==> src/rtl/pintor_objetivo.sv <==
// Target placement and reaction-time measurement for one game round.
// Free-running LFSR picks the position; a prescaled counter times the player.
module pintor_objetivo #(
  parameter logic [7:0] SEED       = 8'hA5,
  parameter int         TICK_DIV   = 50000,
  parameter int         TIME_WIDTH = 16
) (
  input  logic                  iClk,
  input  logic                  iReset,
  input  logic                  iEnableLFSR,
  input  logic                  iPintar,
  input  logic                  iResetPintar,
  output logic [3:0]            oPosX,
  output logic [3:0]            oPosY,
  output logic                  oVisible,
  output logic [TIME_WIDTH-1:0] oTiempo,
  output logic                  oValido
);

  localparam int PRE_W = (TICK_DIV > 1) ? $clog2(TICK_DIV) : 1;
  localparam logic [PRE_W-1:0]      PRE_LAST = PRE_W'(TICK_DIV - 1);
  localparam logic [PRE_W-1:0]      PRE_ONE  = PRE_W'(1);
  localparam logic [TIME_WIDTH-1:0] T_MAX    = '1;
  localparam logic [TIME_WIDTH-1:0] T_ONE    = TIME_WIDTH'(1);

  localparam logic [1:0] IDLE    = 2'd0;
  localparam logic [1:0] VISIBLE = 2'd1;
  localparam logic [1:0] DONE    = 2'd2;

  logic [1:0]       state;
  logic [7:0]       lfsr;
  logic [PRE_W-1:0] prescaler;
  logic             lfsrStep;

  // Idle time spent waiting for the player is the entropy source.
  assign lfsrStep = iEnableLFSR || (state == IDLE);

  always_ff @(posedge iClk) begin
    if (iReset) begin
      lfsr      <= SEED;
      state     <= IDLE;
      oPosX     <= 4'd0;
      oPosY     <= 4'd0;
      oVisible  <= 1'b0;
      oTiempo   <= '0;
      oValido   <= 1'b0;
      prescaler <= '0;
    end else begin
      if (lfsr == 8'h00)
        lfsr <= SEED;
      else if (lfsrStep)
        lfsr <= {lfsr[6:0], lfsr[7] ^ lfsr[5] ^ lfsr[4] ^ lfsr[3]};

      case (state)
        IDLE: begin
          if (iPintar) begin
            oPosX     <= lfsr[3:0];
            oPosY     <= lfsr[7:4];
            prescaler <= '0;
            oTiempo   <= '0;
            oVisible  <= 1'b1;
            state     <= VISIBLE;
          end
        end
        VISIBLE: begin
          if (iResetPintar) begin
            oVisible <= 1'b0;
            oValido  <= 1'b1;
            state    <= DONE;
          end else if (prescaler == PRE_LAST) begin
            prescaler <= '0;
            // Saturate instead of wrapping so a slow player never scores fast.
            if (oTiempo != T_MAX)
              oTiempo <= oTiempo + T_ONE;
          end else begin
            prescaler <= prescaler + PRE_ONE;
          end
        end
        DONE: begin
          oValido <= 1'b0;
          state   <= IDLE;
        end
        default: begin
          oVisible <= 1'b0;
          oValido  <= 1'b0;
          state    <= IDLE;
        end
      endcase
    end
  end

endmodule
==> config.mk <==
export PLATFORM = sky130hd
export DESIGN_NAME = pintor_objetivo
export DESIGN_NICKNAME = d
export VERILOG_FILES = /design/src/rtl/pintor_objetivo.sv
export SDC_FILE = /design/constraint.sdc
export NUM_CORES = 1
export LEC_CHECK = 0
export ABC_AREA = 1
export CORE_ASPECT_RATIO = 0.6
export CORE_MARGIN = 2
export CORE_UTILIZATION = 30
export CTS_CLUSTER_SIZE = 12
export DETAILED_ROUTE_END_ITERATION = 8
export SLEW_MARGIN = 20
export SYNTH_ARGS = -nofsm -noshare
export SYNTH_HDL_FRONTEND = slang
export SYNTH_SLANG_ARGS = --single-unit
==> constraint.sdc <==
create_clock -name iClk -period 2.9 [get_ports iClk]
set_input_delay 0.435 -clock iClk [delete_from_list [all_inputs] [get_ports iClk]]
set_output_delay 0.435 -clock iClk [all_outputs]
set_load 0.02 [all_outputs]
After elaboration in Yosys (flattened, before gate mapping)
Cells that the tools add are included.
{"block": "word_totals", "reg_bits": 52, "latchBits": 0, "mem_bits_rw": 0, "rom_bits": 0, "output_inout_bits": 26, "word_cells": 51, "n_memories": 0}
{"block": "op_classes", "add_sub_neg": 2, "multipliers": 0, "div": 0, "magnitude_cmp": 0, "n_eq_ne": 9, "shifts": 0, "mux": 16, "bitwise": 5, "reduce_logical": 11}
{"operator": "$mux W16", "count": 6}
{"operator": "$pmux W16 S2", "count": 2}
{"operator": "$add A16 B1 Y16 const B", "count": 2}
{"operator": "$eq A16 B16 Y1 const B", "count": 1}
{"operator": "$ne A16 B16 Y1 const B", "count": 1}
{"operator": "$ne A2 B2 Y1 const B", "count": 5}
{"operator": "$logic_not A8 Y1", "count": 1}
{"operator": "$reduce_and A2 Y1", "count": 3}
{"operator": "$reduce_and A3 Y1", "count": 2}
{"operator": "$reduce_and A5 Y1", "count": 1}
{"operator": "$mux W2", "count": 2}
{"operator": "$pmux W2 S2", "count": 1}
{"operator": "$mux W1", "count": 3}
{"operator": "$pmux W1 S3", "count": 1}
{"operator": "$xor A1 B1 Y1", "count": 3}
{"operator": "$eq A2 B1 Y1 const B", "count": 1}
{"operator": "$eq A2 B2 Y1 const B", "count": 1}
{"operator": "$logic_not A2 Y1", "count": 1}
{"operator": "$not A1 Y1", "count": 2}
{"operator": "$pmux W1 S2", "count": 1}
{"operator": "$reduce_bool A2 Y1", "count": 1}
{"operator": "$reduce_or A2 Y1", "count": 1}
{"operator": "$logic_or A1 B1 Y1", "count": 1}

Longest topological paths before layout
Gate-level depths: netlist of the first run.
{"block": "logic_depth", "word_depth": 5, "depth_mapped": 11}

Worst setup path after synthesis of the first run
Ideal clock, no wire load.
{"block": "synth_timing", "path_type": "register to register", "start": "reg oTiempo[0]", "end": "reg oTiempo[9]", "setup_ns": 0.069, "arrival_ns": 1.621, "t_required_ns": 2.831, "setup_slack_ns": 1.210, "path_stages_with_launch": 11, "n_path_buf": 1, "period_less_slack_ns": 1.690, "path_cell_list": "dfxtp_1 -> ha_1 -> nand2_2 -> nor2_4 -> nand2_2 -> nor2_2 -> nand2_1 -> nand3_2 -> buf_6 -> nand2_2 -> a21oi_2"}
{"block": "synth_between", "elab_chain_cells": 5, "word_cells_on_any_way": 8, "cone_classes": "1 x add/sub; 2 x eq/ne; 4 x mux; 1 x reduce/logical"}
{"element": "start: declaration", "line": "16", "text": "output logic [TIME_WIDTH-1:0] oTiempo,"}
{"element": "start signal: assignment", "line": "74", "text": "oTiempo <= oTiempo + T_ONE;"}
{"element": "$add A16 B1 Y16", "line": "74"}
{"element": "$mux W16", "line": "73", "text": "if (oTiempo != T_MAX)"}
{"element": "$mux W16", "line": "70", "text": "end else if (prescaler == PRE_LAST) begin"}
{"element": "$mux W16", "line": "66", "text": "if (iResetPintar) begin"}
{"element": "$pmux W16 S2", "line": "54", "text": "case (state)"}
Several ways; a longest one is shown, not always the timed one. The select of a mux whose other input is x is not followed.
A chain may end at the register's enable or synchronous reset.

Worst setup path in the final report of the first run
{"block": "layout_timing", "start": "reg prescaler[0]", "end": "reg oTiempo[2]"}
{"block": "layout_between", "elab_chain_cells": 3}
{"element": "start: declaration", "line": "32", "text": "logic [PRE_W-1:0] prescaler;"}
{"element": "start signal: assignment", "line": "76", "text": "prescaler <= prescaler + PRE_ONE;"}
{"element": "$eq A16 B16 Y1", "line": "70"}
{"element": "$ne A2 B2 Y1 (no line)"}
{"element": "$reduce_and A5 Y1 (no line)"}
No other way between the ends.

==> results of run 1 <==
==> worst min-delay path, delay by kind of cell (launching register included) <==
kind | cells | cell delay, ps
compound gates | 1 | 50
flops | 1 | 320
simple gates | 1 | 60
==> logic make-up (layout without fill, tap and decap cells) <==
| group | after synthesis | count (layout) |
|---|---|---|
| and+or+nand+nor | 248 | 248 |
| AOI/OAI and AO/OA | 64 | 64 |
| buffers and inverters | 60 | 88 |
| DFF | 52 | 52 |
| xor gates and xnor gates | 6 | 6 |
| adders and majority gates | 2 | 2 |
==> final timing paths <==
| kind | startpoint | end | cells past startpoint |
|---|---|---|---|
| hold reg to reg | lfsr[2]$_SDFFE_PP1P_ | lfsr[3]$_SDFFE_PP0P_ | 2 |
| setup / recovery | prescaler[0]$_SDFFE_PP0P_ | oTiempo[2]$_SDFFE_PP0P_ | 8 |
| setup reg to reg | prescaler[0]$_SDFFE_PP0P_ | oTiempo[2]$_SDFFE_PP0P_ | 8 |
| hold / removal | lfsr[2]$_SDFFE_PP1P_ | lfsr[3]$_SDFFE_PP0P_ | 2 |
==> flip-flops by register name, indices dropped and copies added, names as in the netlist <==
| name | flops |
|---|---|
| oVisible | 1 |
| state | 2 |
| oPosX | 4 |
| prescaler | 16 |
| oPosY | 4 |
| lfsr | 8 |
| oTiempo | 16 |
| oValido | 1 |
==> final cells by class <==
| class | instances | area [sq um] |
|---|---|---|
| fill | 1033 | 5820 |
| multi-input combinational | 320 | 1570 |
| sequential | 52 | 1040 |
| timing repair buffer | 32 | 315 |
| inverter | 48 | 183 |
| tap | 130 | 163 |
| clock buffer | 6 | 129 |
| clock inverter | 2 | 38.8 |
==> layout by cell type, fill, tap and decap left out, drive strengths merged <==
cell type / n
nor3: 14
o21ai: 20
a31o: 1
a31oi: 1
nand2: 124
a21o: 1
a21oi: 35
nor2: 68
clkdlybuf4s50: 30
xor2: 5
bufinv: 1
dfxtp: 52
clkbuf: 6
xnor2: 1
ha: 2
nand4: 8
inv: 49
nand3b: 1
nand3: 31
or2: 2
o211ai: 3
buf: 2
o21bai: 3
==> through the flow <==
stage	hold slack, ps	setup WS (ps)	cell area [sq um]
5_1_grt	486	500	3440
4_1_cts	473	830	3440
6_report	471	809	3440
3_3_place_gp	455	843	3270
3_5_place_dp	463	810	3270
2_1_floorplan	441	1210	2880
==> power by group through the flow <==
stage,Sequential [W],Combinational (W),Clock [W]
after floorplan,0.000809,0.000145,0
after global placement,0.000793,0.000228,0
after detailed placement,0.000793,0.000231,0
after CTS,0.000777,0.000232,0.000711
after global routing,0.000783,0.000259,0.000751
final,0.000777,0.000231,0.000695
==> routing by layer <==
| layer | GRT usage [%] | part of all wire [%] | wire (um) | up-vias |
|---|---|---|---|---|
| met5 | 0 | 0 | 0 | - |
| met4 | 3.83 | 0.68 | 51 | 0 |
| met3 | 3.55 | 6.3 | 467 | 5 |
| met2 | 19.6 | 36 | 2720 | 81 |
| met1 | 24.5 | 57 | 4220 | 1267 |
| li1 | - | - | - | 1434 |
==> results.md, run 1 <==
* Global-route wire length before repair at 12.4 mm
* Std cell rows at 27
* Dominant combinational cell family by area after synthesis: simple AND/OR/NAND/NOR gates
* XOR/XNOR Fraction of Synth Area at 1.82%
* Top cells by instance count after synthesis: 112 x sky130_fd_sc_hd__nand2_1, 61 x sky130_fd_sc_hd__nor2_1, 52 x sky130_fd_sc_hd__dfxtp_1, 43 x sky130_fd_sc_hd__inv_1, 30 x sky130_fd_sc_hd__nand3_1
* WL/cell at 12.6 um
* Iteration-0 DRC Markers at 280
* Cell area power density at 495 mW/mm^2
* Compound-cell area share of the yosys netlist at 13.5%
* Max rail drop VDD at 0.000252 V
* Max Freq at 0.478 GHz
* DRT antenna net count at 0
* Initial Utilization at 31.1%
* Critical setup path kind: register to register
* Setup repair after global routing missed its margin: no
* Path type of the worst min-delay path: register to register
* Clock tree from TritonCTS: done
* Most used standard cell by instance count after synthesis: sky130_fd_sc_hd__nand2_1
* Total negative setup slack at 0 ps
* Clock Latency Late Sink at 300 ps
* Post-synth top area share at 36.1%
* Number of warning messages in the yosys log at 0
* Post-CTS sizing at 0
* Clock network power share at 40.8%
* Total clock sinks at 52
* Crit path buf inv count at 0
* Overall fraction of global-route tracks in use at 15.3%
* First-pass iteration count of the detailed router at 4
* Share of power burned in registers at 45.6%
* Total power of the final layout at 0.00170 W
* CTS root buf: sky130_fd_sc_hd__clkbuf_16
* Number of enable flip-flop cells after synthesis at 0
* Fraction of power consumed by combinational cells at 13.6%
* Area added between synthesis and finish at 19.3%
* Sequential element share of the synthesized area at 36.1%
* Critical path required time at 3090 ps
* Synthesized Nets at 439
* Critical Path Start Type: register
* Setup-failing EPs final at 0
* Fraction of the mapped netlist area in adder cells at 0.868%
* X dimension of the die at 131 um
* Clock slew at reported path FFs at 70 ps
* Number of global-route vias before repair at 2435
* Number of antenna repair diodes at 0
* Placed Cells at 582
* Clock skew after layout at 6.03 ps
* Maximum fanout along the worst path at 13
* Total overflow reported by the global router at 0
* Antenna violations before repair at 0
* Asr flop ratio synth at 0%
* Core utilization of the finished layout at 37.1%
* NumNets Final at 466
* Hpwl dp at 5.45 mm
* Count of unique library cells instantiated by Yosys at 36
* Final std cells w/o fill at 590
* Highest-delay cell along the critical path: sky130_fd_sc_hd__nand3_2
* Maximum single-stage delay on the critical path at 380 ps
* Run status: finished clean
* Maximum capacitance violations at 0
* Total setup buffers inserted after CTS at 0
* Die Y-Extent at 79.9 um
* Most used DFF post-synth: sky130_fd_sc_hd__dfxtp_1
* Post-detailed-route DRC marker count at 0
* Syn Std Cell Area at 0.00288 sq mm
* Hold-fix buffers, CTS at 0
* Transition time of the tightest slew-check pin at 703 ps
* Final cycle utilization of the critical path at 72.1%
* Quantity of I/O buffers inserted on ports at 30
* Number of buffers added by the clock tree synthesis step at 5
* Period minus WS final at 2090 ps
* Total vias in the final route at 2787
* Final Max Slew Viols at 0
* Simple-Gate Fraction of Synth Area at 38.3%
* Final Hold Vio Count at 0
* Synthesized flop and latch total at 52
* Total routed wirelength at 7.46 mm
* Library cell with the largest summed area after synthesis: sky130_fd_sc_hd__dfxtp_1
* Lkg Pwr at 1.19 nW
* Net switching power figure at 0.000462 W
* Top delay family on crit path: simple AND/OR/NAND/NOR gates
* Switching share of total power at 27.1%
* Internal portion of total power at 0.00124 W
* Total Die Area at 0.0104 sq mm
* Portion of netlist area occupied by mux cells at 0%
* Critical Path Sink Type: register
* Weighted congestion reported at the end of routability-driven placement at 0.836
* Max-Slew Margin vs Limit at 52.7%
* Maximum number of pins on one net before global-route repair at 21
* CP arrival at 2280 ps
* Maximum buffer depth of the clock tree at 2
* Post-synthesis instance total at 432
* Placeable core region at 0.00926 sq mm
* Syn Area/Cell at 6.67 sq um
* Cell types occupying the most area after synthesis: sky130_fd_sc_hd__dfxtp_1 36%, sky130_fd_sc_hd__nand2_1 15%, sky130_fd_sc_hd__nor2_1 7.9%
* Number of ports placed on the die boundary at 31
* Via density at 4.72
* Number of H-tree levels at 2
* Fraction of final layout cells with drive strength greater than 1 at 10.0%
* Reg-to-reg slack, setup at 810 ps
* Cell-by-cell listing of the critical path: ha_1 > nand3_1 > nor2_1 > nand2_1 > nand2_1 > nand3_2 > o21ai_0 > nor2_1
Power figures use the tool's default switching activity.
==> run 2, diff against run 1 <==
clock period = 2.2 ns   (was 2.9 ns; I/O delays follow)
==> run 2 against run 1 <==
Hold slack better by 7.9 ps; maximum frequency is 15% higher; final cell count is 0.51% higher; clock skew is 3.9 ps higher; power is 26% higher; sequential cell count stayed put; die area stayed put; wire length is 1.7% lower; combinational power is 32% higher; via count is 0.68% higher; clock power is 16% higher; critical path type unchanged.
==> results.md, run 2 (synthesis results as in run 1) <==
* Maximum buffer depth of the clock tree at 2 (unchanged)
* CTS root buf: sky130_fd_sc_hd__clkbuf_16
* Switching share of total power at 28.7% (+1.6 points)
* Critical path required time at 2430 ps (-660 ps)
* Overall fraction of global-route tracks in use at 14.8% (-0.50 points)
* Internal portion of total power at 0.00153 W (+23%)
* WL/cell at 12.4 um (-2.2%)
* Max rail drop VDD at 0.000328 V (+30%)
* Largest registers: oTiempo (16), prescaler (16), lfsr (8)
* Weighted congestion reported at the end of routability-driven placement at 0.868 (+3.9%)
* CP arrival at 2060 ps (-220 ps)
* Setup-failing EPs final at 0 (unchanged)
* Total setup buffers inserted after CTS at 0 (unchanged)
* Clock Latency Late Sink at 300 ps (about the same)
* Number of antenna repair diodes at 0 (unchanged)
* Period minus WS final at 1830 ps (-266 ps)
* Area added between synthesis and finish at 19.4% (about the same)
* Clock slew at reported path FFs at 70 ps (about the same)
* NumNets Final at 469 (+0.64%)
* Final Max Slew Viols at 0 (unchanged)
* Worst Reg-to-Reg Cells at 9 (+1)
* Core utilization of the finished layout at 37.2% (about the same)
* Die Y-Extent at 79.9 um (unchanged)
* Quantity of I/O buffers inserted on ports at 30 (unchanged)
* Critical setup path kind: register to register
* Number of global-route vias before repair at 2428 (-0.29%)
* Maximum number of pins on one net before global-route repair at 21 (unchanged)
* First-pass iteration count of the detailed router at 5 (+1)
* X dimension of the die at 131 um (unchanged)
* Total Die Area at 0.0104 sq mm (unchanged)
* Post-detailed-route DRC marker count at 0 (unchanged)
* Total routed wirelength at 7.33 mm (-1.7%)
* Max-Slew Margin vs Limit at 56.6% (+3.9 points)
* Number of H-tree levels at 2 (unchanged)
* Number of cells traversed by the worst hold path at 2 (unchanged)
* Lkg Pwr at 1.20 nW (+0.58%)
* Total vias in the final route at 2806 (+0.68%)
* Total negative setup slack at 0 ps (unchanged)
* Maximum fanout along the worst path at 13 (unchanged)
* Filler instances at 987 (-4.5%)
* Via density at 4.73 (+0.17%)
* Cell area after layout at 0.00344 sq mm (about the same)
* Path type of the worst min-delay path: register to register
* Fraction of power consumed by combinational cells at 14.3% (+0.7 points)
* Clock skew after layout at 9.96 ps (+3.94 ps)
* Global-route wire length before repair at 12.1 mm (-2.5%)
* Total overflow reported by the global router at 0 (unchanged)
* Cell area power density at 622 mW/mm^2 (+26%)
* Antenna violations before repair at 0 (unchanged)
* Critical Path Start Type: register
* Final Hold Vio Count at 0 (unchanged)
* Hold-fix buffers, CTS at 0 (unchanged)
* Hpwl dp at 5.42 mm (-0.52%)
* Critical Path Sink Type: register
* Setup repair after global routing missed its margin: no
* Post-CTS sizing at 0 (unchanged)
* Net switching power figure at 0.000614 W (+33%)
* Transition time of the tightest slew-check pin at 645 ps (-58.0 ps)
* DRT antenna net count at 0 (unchanged)
* Hold Slack at 479 ps (+7.94 ps)
* Most common library cell in the layout ignoring fill and taps: sky130_fd_sc_hd__nand2_1
* Total clock sinks at 52 (unchanged)
* Clock tree from TritonCTS: done
* Share of power burned in registers at 47.9% (+2.3 points)
* Leading cell types in the layout, fill and taps excluded: 112 x sky130_fd_sc_hd__nand2_1, 61 x sky130_fd_sc_hd__nor2_1, 52 x sky130_fd_sc_hd__dfxtp_1
* Maximum capacitance violations at 0 (unchanged)
* Final cycle utilization of the critical path at 83.0% (+11 points)
* Number of buffers added by the clock tree synthesis step at 5 (unchanged)
* Number of ports placed on the die boundary at 31 (unchanged)
* Std cell rows at 27 (unchanged)
* Fraction of final layout cells with drive strength greater than 1 at 10.8% (+0.80 points)
* Clock network power share at 37.8% (-3.0 points)
* Iteration-0 DRC Markers at 158 (-44%)
* Initial Utilization at 31.1% (unchanged)
* Placeable core region at 0.00926 sq mm (unchanged)
* Max Freq at 0.548 GHz (+15%)
* Cell area after placement at 0.00329 sq mm (+0.69%)
* Run status: finished clean
-- run 2: worst max-delay path, stage by stage (launching register included) --
cell                      delay (ps)
sky130_fd_sc_hd__dfxtp_1         420
sky130_fd_sc_hd__ha_1            280
sky130_fd_sc_hd__nand2_2         110
sky130_fd_sc_hd__nor2_4          170
sky130_fd_sc_hd__nand2_2         100
sky130_fd_sc_hd__nor2_2           90
sky130_fd_sc_hd__nand2_1          80
sky130_fd_sc_hd__nand3_2         270
sky130_fd_sc_hd__nand2_1         100
sky130_fd_sc_hd__a21oi_1         150
-- run 2: worst paths after layout --
check / startpoint / end / slack [ps]
max reg2reg: oTiempo[0]$_SDFFE_PP0P_ / oTiempo[10]$_SDFFE_PP0P_ / 370
min reg2reg: lfsr[2]$_SDFFE_PP1P_ / lfsr[3]$_SDFFE_PP0P_ / 480
max: oTiempo[0]$_SDFFE_PP0P_ / oTiempo[10]$_SDFFE_PP0P_ / 370
min: lfsr[2]$_SDFFE_PP1P_ / lfsr[3]$_SDFFE_PP0P_ / 480
-- run 2: area by class of cell --
cell class                 instances  area (sq um)  share of cell area, %
multi-input combinational        320          1570                   45.6
sequential                        52          1040                   30.3
timing repair buffer              35           338                   9.82
inverter                          48           183                   5.31
tap                              130           163                   4.73
clock buffer                       5           125                   3.64
clock inverter                     3          22.5                  0.655
-- run 2: per-layer routing --
layer,GRT usage [%],up-vias,routed length (um),share of wire (%)
li1,-,1447,-,-
met1,23.5,1272,4100,56
met2,19.1,80,2720,37
met3,3.89,7,469,6.4
met4,3.30,0,50,0.68
met5,0,-,0,0
-- run 2: per-stage QoR --
stage          setup WS [ps]  total power, W  std cells
3_3_place_gp             286         0.00135        585
3_5_place_dp             260         0.00135        585
4_1_cts                  368         0.00216        593
5_1_grt                  104         0.00224        593
6_report                 374         0.00214        593
2_1_floorplan            510         0.00126        432
-- run 2: power by group through the flow --
| stage | sequential (W) | combinational, W | clock [W] |
|---|---|---|---|
| after CTS | 0.00103 | 0.000309 | 0.000826 |
| after floorplan | 0.00107 | 0.000192 | 0 |
| after global placement | 0.00105 | 0.000306 | 0 |
| final | 0.00103 | 0.000306 | 0.000808 |
| after detailed placement | 0.00105 | 0.000308 | 0 |
| after global routing | 0.00103 | 0.000345 | 0.000861 |
